===== src/rtl/fpnew_special_encoder.sv =====
// fpnew_special_encoder
//   Builds the FP bit pattern for a requested value class (zero, min
//   subnormal, min/max normal, inf, qNaN, sNaN) plus sign. It also emits the
//   matching fp_info_t, and pipelines the result behind a valid/ready handshake.
//   Optional feature macro: FPNEW_SPECIAL_ENC_BOX_EN
//     defined   -> bits above the format width are all ones (NaN-boxed)
//     undefined -> bits above the format width are all zeros

package fpnew_pkg;

    typedef enum logic [2:0] {
        FP32    = 3'd0,
        FP64    = 3'd1,
        FP16    = 3'd2,
        FP8     = 3'd3,
        FP16ALT = 3'd4
    } fp_format_e;

    typedef struct packed {
        logic is_normal;
        logic is_subnormal;
        logic is_zero;
        logic is_inf;
        logic is_nan;
        logic is_signalling;
        logic is_quiet;
        logic is_boxed;
    } fp_info_t;

    function automatic int unsigned exp_bits(fp_format_e fmt);
        case (fmt)
            FP64:    return 11;
            FP16:    return 5;
            FP8:     return 5;
            FP16ALT: return 8;
            default: return 8;
        endcase
    endfunction

    function automatic int unsigned man_bits(fp_format_e fmt);
        case (fmt)
            FP64:    return 52;
            FP16:    return 10;
            FP8:     return 2;
            FP16ALT: return 7;
            default: return 23;
        endcase
    endfunction

    function automatic int unsigned fp_width(fp_format_e fmt);
        return 1 + exp_bits(fmt) + man_bits(fmt);
    endfunction

endpackage

module fpnew_special_encoder #(
    parameter fpnew_pkg::fp_format_e FpFormat    = fpnew_pkg::FP32,
    parameter int unsigned           FLEN        = 64,
    parameter int unsigned           NumPipeRegs = 1,
    parameter int unsigned           TagWidth    = 4
) (
    input  logic                    clk_i,
    input  logic                    rst_ni,
    input  logic                    flush_i,
    input  logic [2:0]              class_i,
    input  logic                    sign_i,
    input  logic [TagWidth-1:0]     tag_i,
    input  logic                    in_valid_i,
    output logic                    in_ready_o,
    output logic [FLEN-1:0]         result_o,
    output fpnew_pkg::fp_info_t     info_o,
    output logic                    invalid_o,
    output logic [TagWidth-1:0]     tag_o,
    output logic                    out_valid_o,
    input  logic                    out_ready_i,
    output logic                    busy_o
);

    localparam int unsigned WIDTH    = fpnew_pkg::fp_width(FpFormat);
    localparam int unsigned EXP_BITS = fpnew_pkg::exp_bits(FpFormat);
    localparam int unsigned MAN_BITS = fpnew_pkg::man_bits(FpFormat);

`ifdef FPNEW_SPECIAL_ENC_BOX_EN
    localparam logic BOX_BIT = 1'b1;
`else
    localparam logic BOX_BIT = 1'b0;
`endif

    localparam logic [2:0] CLS_ZERO    = 3'd0;
    localparam logic [2:0] CLS_SUBMIN  = 3'd1;
    localparam logic [2:0] CLS_NORMMIN = 3'd2;
    localparam logic [2:0] CLS_NORMMAX = 3'd3;
    localparam logic [2:0] CLS_INF     = 3'd4;
    localparam logic [2:0] CLS_QNAN    = 3'd5;
    localparam logic [2:0] CLS_SNAN    = 3'd6;

    localparam logic [EXP_BITS-1:0] EXP_ONES    = '1;
    localparam logic [EXP_BITS-1:0] EXP_MAXNORM = {{(EXP_BITS-1){1'b1}}, 1'b0};
    localparam logic [MAN_BITS-1:0] MAN_QUIET   = {1'b1, {(MAN_BITS-1){1'b0}}};
    localparam logic [MAN_BITS-1:0] MAN_ONE     = MAN_BITS'(1);

    logic                  enc_sign;
    logic [EXP_BITS-1:0]   enc_exp;
    logic [MAN_BITS-1:0]   enc_man;
    logic [FLEN-1:0]       enc_result;
    fpnew_pkg::fp_info_t   enc_info;
    logic                  enc_invalid;

    // Map the requested class onto sign/exponent/mantissa and its classification.
    always_comb begin
        // NOTE: every output of this block gets a default first, so no path
        // through the case leaves a variable unassigned and no latch is inferred.
        enc_sign          = sign_i;
        enc_exp           = '0;
        enc_man           = '0;
        enc_info          = '0;
        enc_info.is_boxed = 1'b1;
        enc_invalid       = 1'b0;
        case (class_i)
            CLS_ZERO: begin
                enc_info.is_zero = 1'b1;
            end
            CLS_SUBMIN: begin
                enc_man               = MAN_ONE;
                enc_info.is_subnormal = 1'b1;
            end
            CLS_NORMMIN: begin
                enc_exp            = EXP_BITS'(1);
                enc_info.is_normal = 1'b1;
            end
            CLS_NORMMAX: begin
                enc_exp            = EXP_MAXNORM;
                enc_man            = '1;
                enc_info.is_normal = 1'b1;
            end
            CLS_INF: begin
                enc_exp         = EXP_ONES;
                enc_info.is_inf = 1'b1;
            end
            CLS_SNAN: begin
                enc_sign               = 1'b0;
                enc_exp                = EXP_ONES;
                enc_man                = MAN_ONE;
                enc_info.is_nan        = 1'b1;
                enc_info.is_signalling = 1'b1;
            end
            CLS_QNAN: begin
                enc_sign          = 1'b0;
                enc_exp           = EXP_ONES;
                enc_man           = MAN_QUIET;
                enc_info.is_nan   = 1'b1;
                enc_info.is_quiet = 1'b1;
            end
            default: begin
                // Reserved class: produce the canonical qNaN and flag it.
                enc_sign          = 1'b0;
                enc_exp           = EXP_ONES;
                enc_man           = MAN_QUIET;
                enc_info.is_nan   = 1'b1;
                enc_info.is_quiet = 1'b1;
                enc_invalid       = 1'b1;
            end
        endcase
        enc_result             = {FLEN{BOX_BIT}};
        enc_result[WIDTH-1:0]  = {enc_sign, enc_exp, enc_man};
    end

    if (NumPipeRegs == 0) begin : g_comb
        assign in_ready_o  = out_ready_i;
        assign out_valid_o = in_valid_i;
        assign result_o    = enc_result;
        assign info_o      = enc_info;
        assign invalid_o   = enc_invalid;
        assign tag_o       = tag_i;
        assign busy_o      = 1'b0;
    end else begin : g_pipe
        localparam int unsigned N = NumPipeRegs;

        logic [N-1:0]          valid_q;
        logic [N-1:0]          ready;
        logic [FLEN-1:0]       result_q  [N];
        fpnew_pkg::fp_info_t   info_q    [N];
        logic                  invalid_q [N];
        logic [TagWidth-1:0]   tag_q     [N];

        logic                  prev_valid   [N];
        logic [FLEN-1:0]       prev_result  [N];
        fpnew_pkg::fp_info_t   prev_info    [N];
        logic                  prev_invalid [N];
        logic [TagWidth-1:0]   prev_tag     [N];

        // Stage k may load when it is empty or its contents move on this cycle.
        always_comb begin
            ready[N-1] = !valid_q[N-1] || out_ready_i;
            for (int k = int'(N) - 2; k >= 0; k--) begin
                ready[k] = !valid_q[k] || ready[k+1];
            end
        end

        // Source of each stage: the encoder for stage 0, the previous stage otherwise.
        always_comb begin
            prev_valid[0]   = in_valid_i;
            prev_result[0]  = enc_result;
            prev_info[0]    = enc_info;
            prev_invalid[0] = enc_invalid;
            prev_tag[0]     = tag_i;
            for (int k = 1; k < int'(N); k++) begin
                prev_valid[k]   = valid_q[k-1];
                prev_result[k]  = result_q[k-1];
                prev_info[k]    = info_q[k-1];
                prev_invalid[k] = invalid_q[k-1];
                prev_tag[k]     = tag_q[k-1];
            end
        end

        // Pipeline registers: flush clears valids, data only moves with a valid request.
        always_ff @(posedge clk_i or negedge rst_ni) begin
            if (!rst_ni) begin
                // NOTE: the data registers are reset as well as the valids, so the
                // outputs read as zero straight out of reset, not as stale data.
                valid_q <= '0;
                for (int k = 0; k < int'(N); k++) begin
                    result_q[k]  <= '0;
                    info_q[k]    <= '0;
                    invalid_q[k] <= 1'b0;
                    tag_q[k]     <= '0;
                end
            end else begin
                // NOTE: non-blocking assignments let every stage see the previous
                // stage's pre-edge value, so requests shift by exactly one stage.
                for (int k = 0; k < int'(N); k++) begin
                    if (flush_i) begin
                        valid_q[k] <= 1'b0;
                    end else if (ready[k]) begin
                        valid_q[k] <= prev_valid[k];
                    end
                    if (ready[k] && prev_valid[k]) begin
                        result_q[k]  <= prev_result[k];
                        info_q[k]    <= prev_info[k];
                        invalid_q[k] <= prev_invalid[k];
                        tag_q[k]     <= prev_tag[k];
                    end
                end
            end
        end

        assign in_ready_o  = ready[0];
        assign out_valid_o = valid_q[N-1];
        assign result_o    = result_q[N-1];
        assign info_o      = info_q[N-1];
        assign invalid_o   = invalid_q[N-1];
        assign tag_o       = tag_q[N-1];
        assign busy_o      = |valid_q;
    end

endmodule


===== config.mk =====
export PLATFORM = sky130hd
export DESIGN_NAME = fpnew_special_encoder
export DESIGN_NICKNAME = d
export VERILOG_FILES = /design/src/rtl/fpnew_special_encoder.sv
export SDC_FILE = /design/constraint.sdc
export NUM_CORES = 1
export LEC_CHECK = 0
export CAP_MARGIN = 25
export CORE_ASPECT_RATIO = 1.5
export CORE_MARGIN = 1
export CORE_UTILIZATION = 36
export CTS_BUF_LIST = sky130_fd_sc_hd__clkbuf_8
export DETAILED_ROUTE_END_ITERATION = 7
export PLACE_DENSITY_LB_ADDON = 0.08
export SYNTH_ARGS = -nofsm -noshare
export SYNTH_HDL_FRONTEND = slang
export SYNTH_SLANG_ARGS = --single-unit

===== constraint.sdc =====
create_clock -name clk_i -period 1.7 [get_ports clk_i]
set_clock_uncertainty 0.05 [all_clocks]
set_input_delay 0.17 -clock clk_i [delete_from_list [all_inputs] [get_ports clk_i]]
set_output_delay 0.17 -clock clk_i [all_outputs]
set_load 0.05 [all_outputs]

==> results of run 1 <==
final cells by class:
cell class | count | share of cell area
timing repair buffer | 66 | 0.431
clock buffer | 3 | 0.0219
tap | 42 | 0.0278
inverter | 6 | 0.0119
clock inverter | 1 | 0.0159
multi-input combinational | 71 | 0.226
sequential | 20 | 0.266
layout by cell type, fill, tap and decap left out, types with 2 or more instances in the layout:
master	count
inv_1	6
buf_4	31
o21ai_0	2
nor2_1	3
conb_1	32
mux2_2	9
clkdlybuf4s50_1	12
dfrtp_1	19
mux2_4	2
a21oi_1	8
clkbuf_8	3
buf_12	23
worst min-delay path by stage:
| stage | end | slack, ps | cells after the start |
|---|---|---|---|
| after detailed placement | info_o[0] | 410 | 1 |
| after global placement | info_o[0] | 410 | 1 |
| final | tag_o[1] | 190 | 2 |
| after global routing | result_o[23] | 220 | 2 |
| after floorplan | busy_o | -180 | 0 |
| after CTS | tag_o[2] | 190 | 2 |
power by group through the flow:
stage	clock, mW	combinational, mW	sequential (mW)
3_3_place_gp	0	0.934	0.561
4_1_cts	0.486	0.942	0.554
5_1_grt	0.496	0.969	0.560
2_1_floorplan	0	0.568	0.727
6_report	0.467	0.936	0.553
3_5_place_dp	0	0.941	0.562
registers in the layout, summed over array words and instances, names as in the netlist:
signal,count
info_o,8
result_o,6
tag_o,4
busy_o,1
invalid_o,1
worst max-delay path, stage by stage (launching register included):
cell and delay, ps:
dfrtp_2 430, nand2b_4 70, and2_4 290, mux2_2 370
logic make-up (layout without fill, tap and decap cells):
group,count (synthesis),in the layout,synth area share
buf+inv,70,76,0.386
mux,12,12,0.107
simple gates,12,12,0.0568
compound gates,15,15,0.0682
flops,20,20,0.379
other cells,1,32,0.00284
Yosys cell counts:
master	n	share of area
a21boi_0	1	0.0057
a21oi_1	8	0.030
a31oi_1	1	0.0047
a41o_1	1	0.0076
and2_4	1	0.0066
and3_1	1	0.0047
buf_4	59	0.34
buf_6	2	0.017
buf_8	1	0.011
clkbuf_1	2	0.0057
conb_1	1	0.0028
dfrtp_1	20	0.38
inv_1	6	0.017
mux2_2	9	0.077
mux2_4	2	0.023
mux2i_1	1	0.0076
nand2b_1	1	0.0047
nand2b_4	1	0.010
nand3_1	1	0.0038
nand4_1	1	0.0047
nor2_1	3	0.0085
nor2b_1	1	0.0047
nor3_1	1	0.0038
o2111ai_1	1	0.0066
o21a_1	1	0.0057
o21ai_0	2	0.0076
or2_2	1	0.0047
routing by layer:
layer | share of wire | vias up | wire length [um] | track usage
met5 | 0 | - | 0 | 0
met4 | 0.0053 | 0 | 13 | 0.0486
met3 | 0.065 | 2 | 159 | 0.0240
met2 | 0.58 | 44 | 1410 | 0.223
met1 | 0.35 | 403 | 867 | 0.142
li1 | - | 400 | - | -
per-stage QoR:
| step | utilization | cells | area (um2) | setup slack [ps] |
|---|---|---|---|---|
| 2_1_floorplan | - | 161 | 1440 | 34.8 |
| 3_5_place_dp | 0.527 | 205 | 1820 | 98.2 |
| 5_1_grt | 0.548 | 209 | 1890 | 320 |
| 4_1_cts | 0.548 | 209 | 1890 | 346 |
| 3_3_place_gp | 0.527 | 205 | 1820 | 136 |
| 6_report | 0.548 | 209 | 1890 | 363 |
==> metrics.sh, run 1 <==
DIODES=0
MAXSLEWVIOLCOUNT=0
CRIT_PATH_START='busy_o'
INITIALDRTVIOLATIONCOUNT=14
FP.DIEAREA_UM2=3920
GRT-OVFL-TOTAL=0
MIN_DELAY_WORST_TYPE='input port to asynchronous set/reset pin'
NUMBER_OF_REGISTER_BITS_INFERRED_BY_SYNTHESIS=20
PERIOD_SHARE=0.787
P_PER_AREA_nW_PER_UM2=1040
HOLDWS_PS=194
IO-PIN-COUNT=93
LAYOUT.NETS=181
YOSYSWARNINGCOUNT=0
HPWLAFTERDP_MM=1.96
TIMING_WORST_SETUP_PATH_TYPE='register to register'
SETUP_VIOLATIONS=0
SETUP-TNS-FINAL_PS=0
CTS.REPORTEDPATHS.CLKPINSLEW_PS=70
COREAREA_UM2=3450
WORSTPATHMAXFANOUT=19
WIRELENGTH_MM=2.45
SEQUENTIALPOWERSHARE=0.283
ROOT_BUFFER_MASTER='clkbuf_8'
P_SW_FRAC=0.421
SYNTH.DISTINCT_CELLS=27
SYN_INST=130
POWER.STATIC_LEAKAGE_nW=0.926
ROUTED-VIA-COUNT=849
CRIT_PATH_END='tag_o[3]'
CTS_HOLD_BUFFERS=0
PIN_COUNT_OF_THE_BIGGEST_NET_ENTERING_GLOBAL_ROUTING=22
DRT-PASS1-ITER-COUNT=3
ROUTE.DETAILED.WL_PER_INST_UM=11.7
CRITPATHARRIVALTIME_PS=1430
CTS.REPAIR_TIMING.SETUP_BUFFER_COUNT=0
REMAINING_ROUTING_DRC_VIOLATIONS=0
AREA_USED_BY_MULTI_INPUT_COMBINATIONAL_LOGIC_UM2=427
FINAL_PERIOD_MINUS_WORST_SETUP_SLACK_PS=1340
DRV_CAP=0
PEAKVDDDROP_V=0.000588
INTERNAL_POWER_mW=1.13
AREA_GROWTH_SYN_TO_LAYOUT_PCT=42.9
DIE_W_UM=51.5
TIMING.FINAL.HOLD_VIOLATIONS=0
WORSTSETUPSTARTPOINTTYPE='register'
TOTALPOWERFINAL_mW=1.96
SYNTH.AVG_CELL_AREA_UM2=10.2
CTS_HTREE_LEVELS=1
REG2REG_DEPTH=3
RESULT_OF_THE_RUN='complete, no violations'
GRT_PASS1_WL_MM=3.86
FINAL.FILL_COUNT=326
RRSETUPSLACK_PS=360
ROUTE.ANTENNA.REMAINING_NETS=0
VIAS_PER_CELL=4.06
COMBINATIONALPOWERSHARE=0.479
NUMBER_OF_INPUT_AND_OUTPUT_PORT_BUFFERS_INSERTED=60
FLOORPLAN.INITIALDENSITY=0.383
R2R_START='busy_o'
ANTENNA_VIOLATIONS_BEFORE_REPAIR=0
POWER.SHARE.CLOCK=0.239
SYNTH.YOSYS.SEQ_AREA_SHARE=0.379
FMAX_GHz=0.748
POST_ROUTE_CELLS_DRIVE_ABOVE_1_SHARE=0.437
NETLIST_AREA_UM2=1320
CTS-RESIZED-GATES=0
GRT_UTIL_ALL_LAYERS=0.126
NUMCLOCKSINKS=20
CLOCK_LATENCY_PS=250
NET-SWITCHING-POWER_mW=0.823
CTS_INSERTED_BUFFERS=3
CRIT_REQUIRED_PS=1790
RSZ0062_AT_GRT='no'
STD_CELL_ROWS=26
REG2REG_TO='tag_o[3]'
FINALWEIGHTEDCONGESTION=0.744
GRT_PASS1_VIAS=817
ENDPOINT_KIND='register'
CHIPHEIGHT_UM=76.2
CTS.PATH.MAX_BUFFERS=2
CLOCK_TREE_FROM_TRITONCTS='built'
LAYOUT.AREA.SEQ_UM2=502
Power figures use the tool's default switching activity.
==> run 2, diff against run 1 <==
CORE_UTILIZATION = 32   (was 36)
clock period = 1.2 ns   (was 1.7 ns; I/O delays follow)
==> run 2 against run 1 <==
Compared with the run above:
- the flow now finishes with violations (negative setup slack)
- setup slack got worse by 400 ps
- global-route usage rose by 0.71 points
- maximum frequency up 8.5%
- critical path type unchanged
- largest power group unchanged
==> metrics.sh, run 2 (same netlist as run 1, synthesis figures left out) <==
CLOCK_TREE_FROM_TRITONCTS='built'
REMAINING_ROUTING_DRC_VIOLATIONS=0
LAYOUT.NETS=192
HOLDWS_PS=161
STDCELL_AREA_UM2=2330
GRT_PASS1_WL_MM=4.22
CRIT_FAMILY='flip-flops'
SETUP_VIOLATIONS=27
CRIT_PATH_TOP_DELAY_CELL='dfrtp_2'
IO-PIN-COUNT=93
CTS.REPORTEDPATHS.CLKPINSLEW_PS=70
PERIOD_SHARE=1.03
STD_CELL_ROWS=28
MOST_FREQUENT_STANDARD_CELL_IN_THE_LAYOUT_EXCLUDING_FILL_AND_TAP_CELLS='buf_12'
GRT_UTIL_ALL_LAYERS=0.133
RESULT_OF_THE_RUN='finished, violations left'
MIN_DELAY_WORST_TYPE='input port to asynchronous set/reset pin'
SLOWEST_DELAY_PS=420
WORSTPATHMAXFANOUT=5
WIRELENGTH_MM=2.77
AREA_GROWTH_SYN_TO_LAYOUT_PCT=76.7
HPWLAFTERDP_MM=2.05
LARGEST_REGISTER_FFS=8
CP_CELL_SEQUENCE='nand2b_4 -> and2_4 -> mux2_4'
CTS_HOLD_BUFFERS=0
FINAL_PERIOD_MINUS_WORST_SETUP_SLACK_PS=1230
PIN_COUNT_OF_THE_BIGGEST_NET_ENTERING_GLOBAL_ROUTING=21
DRT-PASS1-ITER-COUNT=3
NUMCLOCKSINKS=20
CRIT_REQUIRED_PS=1290
PEAKVDDDROP_V=0.000858
CTS_INSERTED_BUFFERS=3
DIODES=0
SETUP-TNS-FINAL_PS=-573
NUMBER_OF_INPUT_AND_OUTPUT_PORT_BUFFERS_INSERTED=60
DPL_CELL_AREA_UM2=2180
WORSTSETUPSTARTPOINTTYPE='register'
WORST-PATH-STAGES=3
ROUTED-VIA-COUNT=903
ROUTE.ANTENNA.REMAINING_NETS=0
CHIPHEIGHT_UM=80.7
COREAREA_UM2=3960
CLOCK_LATENCY_PS=250
CRITPATHARRIVALTIME_PS=1320
GRT_PASS1_VIAS=885
WORSTPATHBUFFERINVERTERCOUNT=0
P_PER_AREA_nW_PER_UM2=1240
FMAX_GHz=0.811
RRSETUPSLACK_PS=-30
FINALWEIGHTEDCONGESTION=0.722
FINAL.FILL_COUNT=334
ROUTE.DETAILED.WL_PER_INST_UM=12.5
TIMING_WORST_SETUP_PATH_TYPE='register to register'
DRV_CAP=0
RSZ0062_AT_GRT='yes'
CTS.PATH.MAX_BUFFERS=2
POWER.STATIC_LEAKAGE_nW=1.12
MAXSLEWVIOLCOUNT=0
GRT-OVFL-TOTAL=0
AREA_USED_BY_MULTI_INPUT_COMBINATIONAL_LOGIC_UM2=478
R2R_START='busy_o'
POST_ROUTE_CELLS_DRIVE_ABOVE_1_SHARE=0.475
ENDPOINT_KIND='register'
INITIALDRTVIOLATIONCOUNT=9
FP.DIEAREA_UM2=4400
LAYOUT.AREA.SEQ_UM2=503
VIOLATIONS='negative setup slack'
TIMING.FINAL.WS_SETUP_PS=-32.8
TOTALPOWERFINAL_mW=2.89
DP_WORST_SETUP_SLACK_PS=-324
TIMING.FINAL.HOLD_VIOLATIONS=0
REG2REG_DEPTH=3
ANTENNA_VIOLATIONS_BEFORE_REPAIR=0
VIAS_PER_CELL=4.07
FLOORPLAN.INITIALDENSITY=0.334
ROOT_BUFFER_MASTER='clkbuf_8'
DIE_W_UM=54.5
FINAL_CELL_MIX='buf_12 (49), conb_1 (32), dfrtp_1 (18), clkdlybuf4s50_1 (12)'
CTS_HTREE_LEVELS=1
REG2REG_TO='info_o[7]'
## run 2: cell count changes in the layout (fill, tap and decap cells not counted), sizes merged
cell	previous run	this run
and2	1	3
buf	54	63
bufinv	1	0
## run 2: metrics by stage
step	utilization	instances
3_3_place_gp	0.552	213
2_1_floorplan	-	161
5_1_grt	0.590	222
3_5_place_dp	0.552	213
4_1_cts	0.581	222
6_report	0.590	222
## run 2: worst register-to-register path, delay by kind of cell (launching register included)
family	cells	cell delay [ps]
flops	1	420
mux	1	320
simple gates	2	330
## run 2: how the worst max path moves through the flow
stage / slack [ps] / to / startpoint
2_1_floorplan: -430 / info_o[3] / busy_o
3_3_place_gp: -300 / result_o[21] / out_ready_i
3_5_place_dp: -320 / result_o[21] / out_ready_i
4_1_cts: -50 / result_o[21] / busy_o
5_1_grt: -60 / result_o[21] / busy_o
6_report: -30 / info_o[7] / busy_o
## run 2: timing repair
item / 4_1_cts / 5_1_grt
endpoints found under the setup margin: 35 / 35
pin swaps: 0 / 0
hold endpoints to repair: 0 / 0
cloned: 3 / 0
setup buffers: 3 / 0
gates resized for setup: 4 / 10
## run 2: final cells by class
type                       count  area share
timing repair buffer          75       0.528
sequential                    20       0.215
multi-input combinational     73       0.205
tap                           45      0.0241
clock buffer                   3      0.0177
inverter                       6     0.00965
## run 2: routing by layer
| layer | routed length (um) | vias to the layer above | GRT usage |
|---|---|---|---|
| met2 | 1670 | 46 | 0.257 |
| met1 | 938 | 432 | 0.138 |
| met3 | 136 | 4 | 0.0133 |
| li1 | - | 421 | - |
| met5 | 0 | - | 0 |
| met4 | 26 | 0 | 0.0462 |
## run 2: power breakdown
group | switching (mW) | internal (mW)
sequential | 0.0732 | 0.740
combinational | 0.944 | 0.705
clock | 0.205 | 0.223
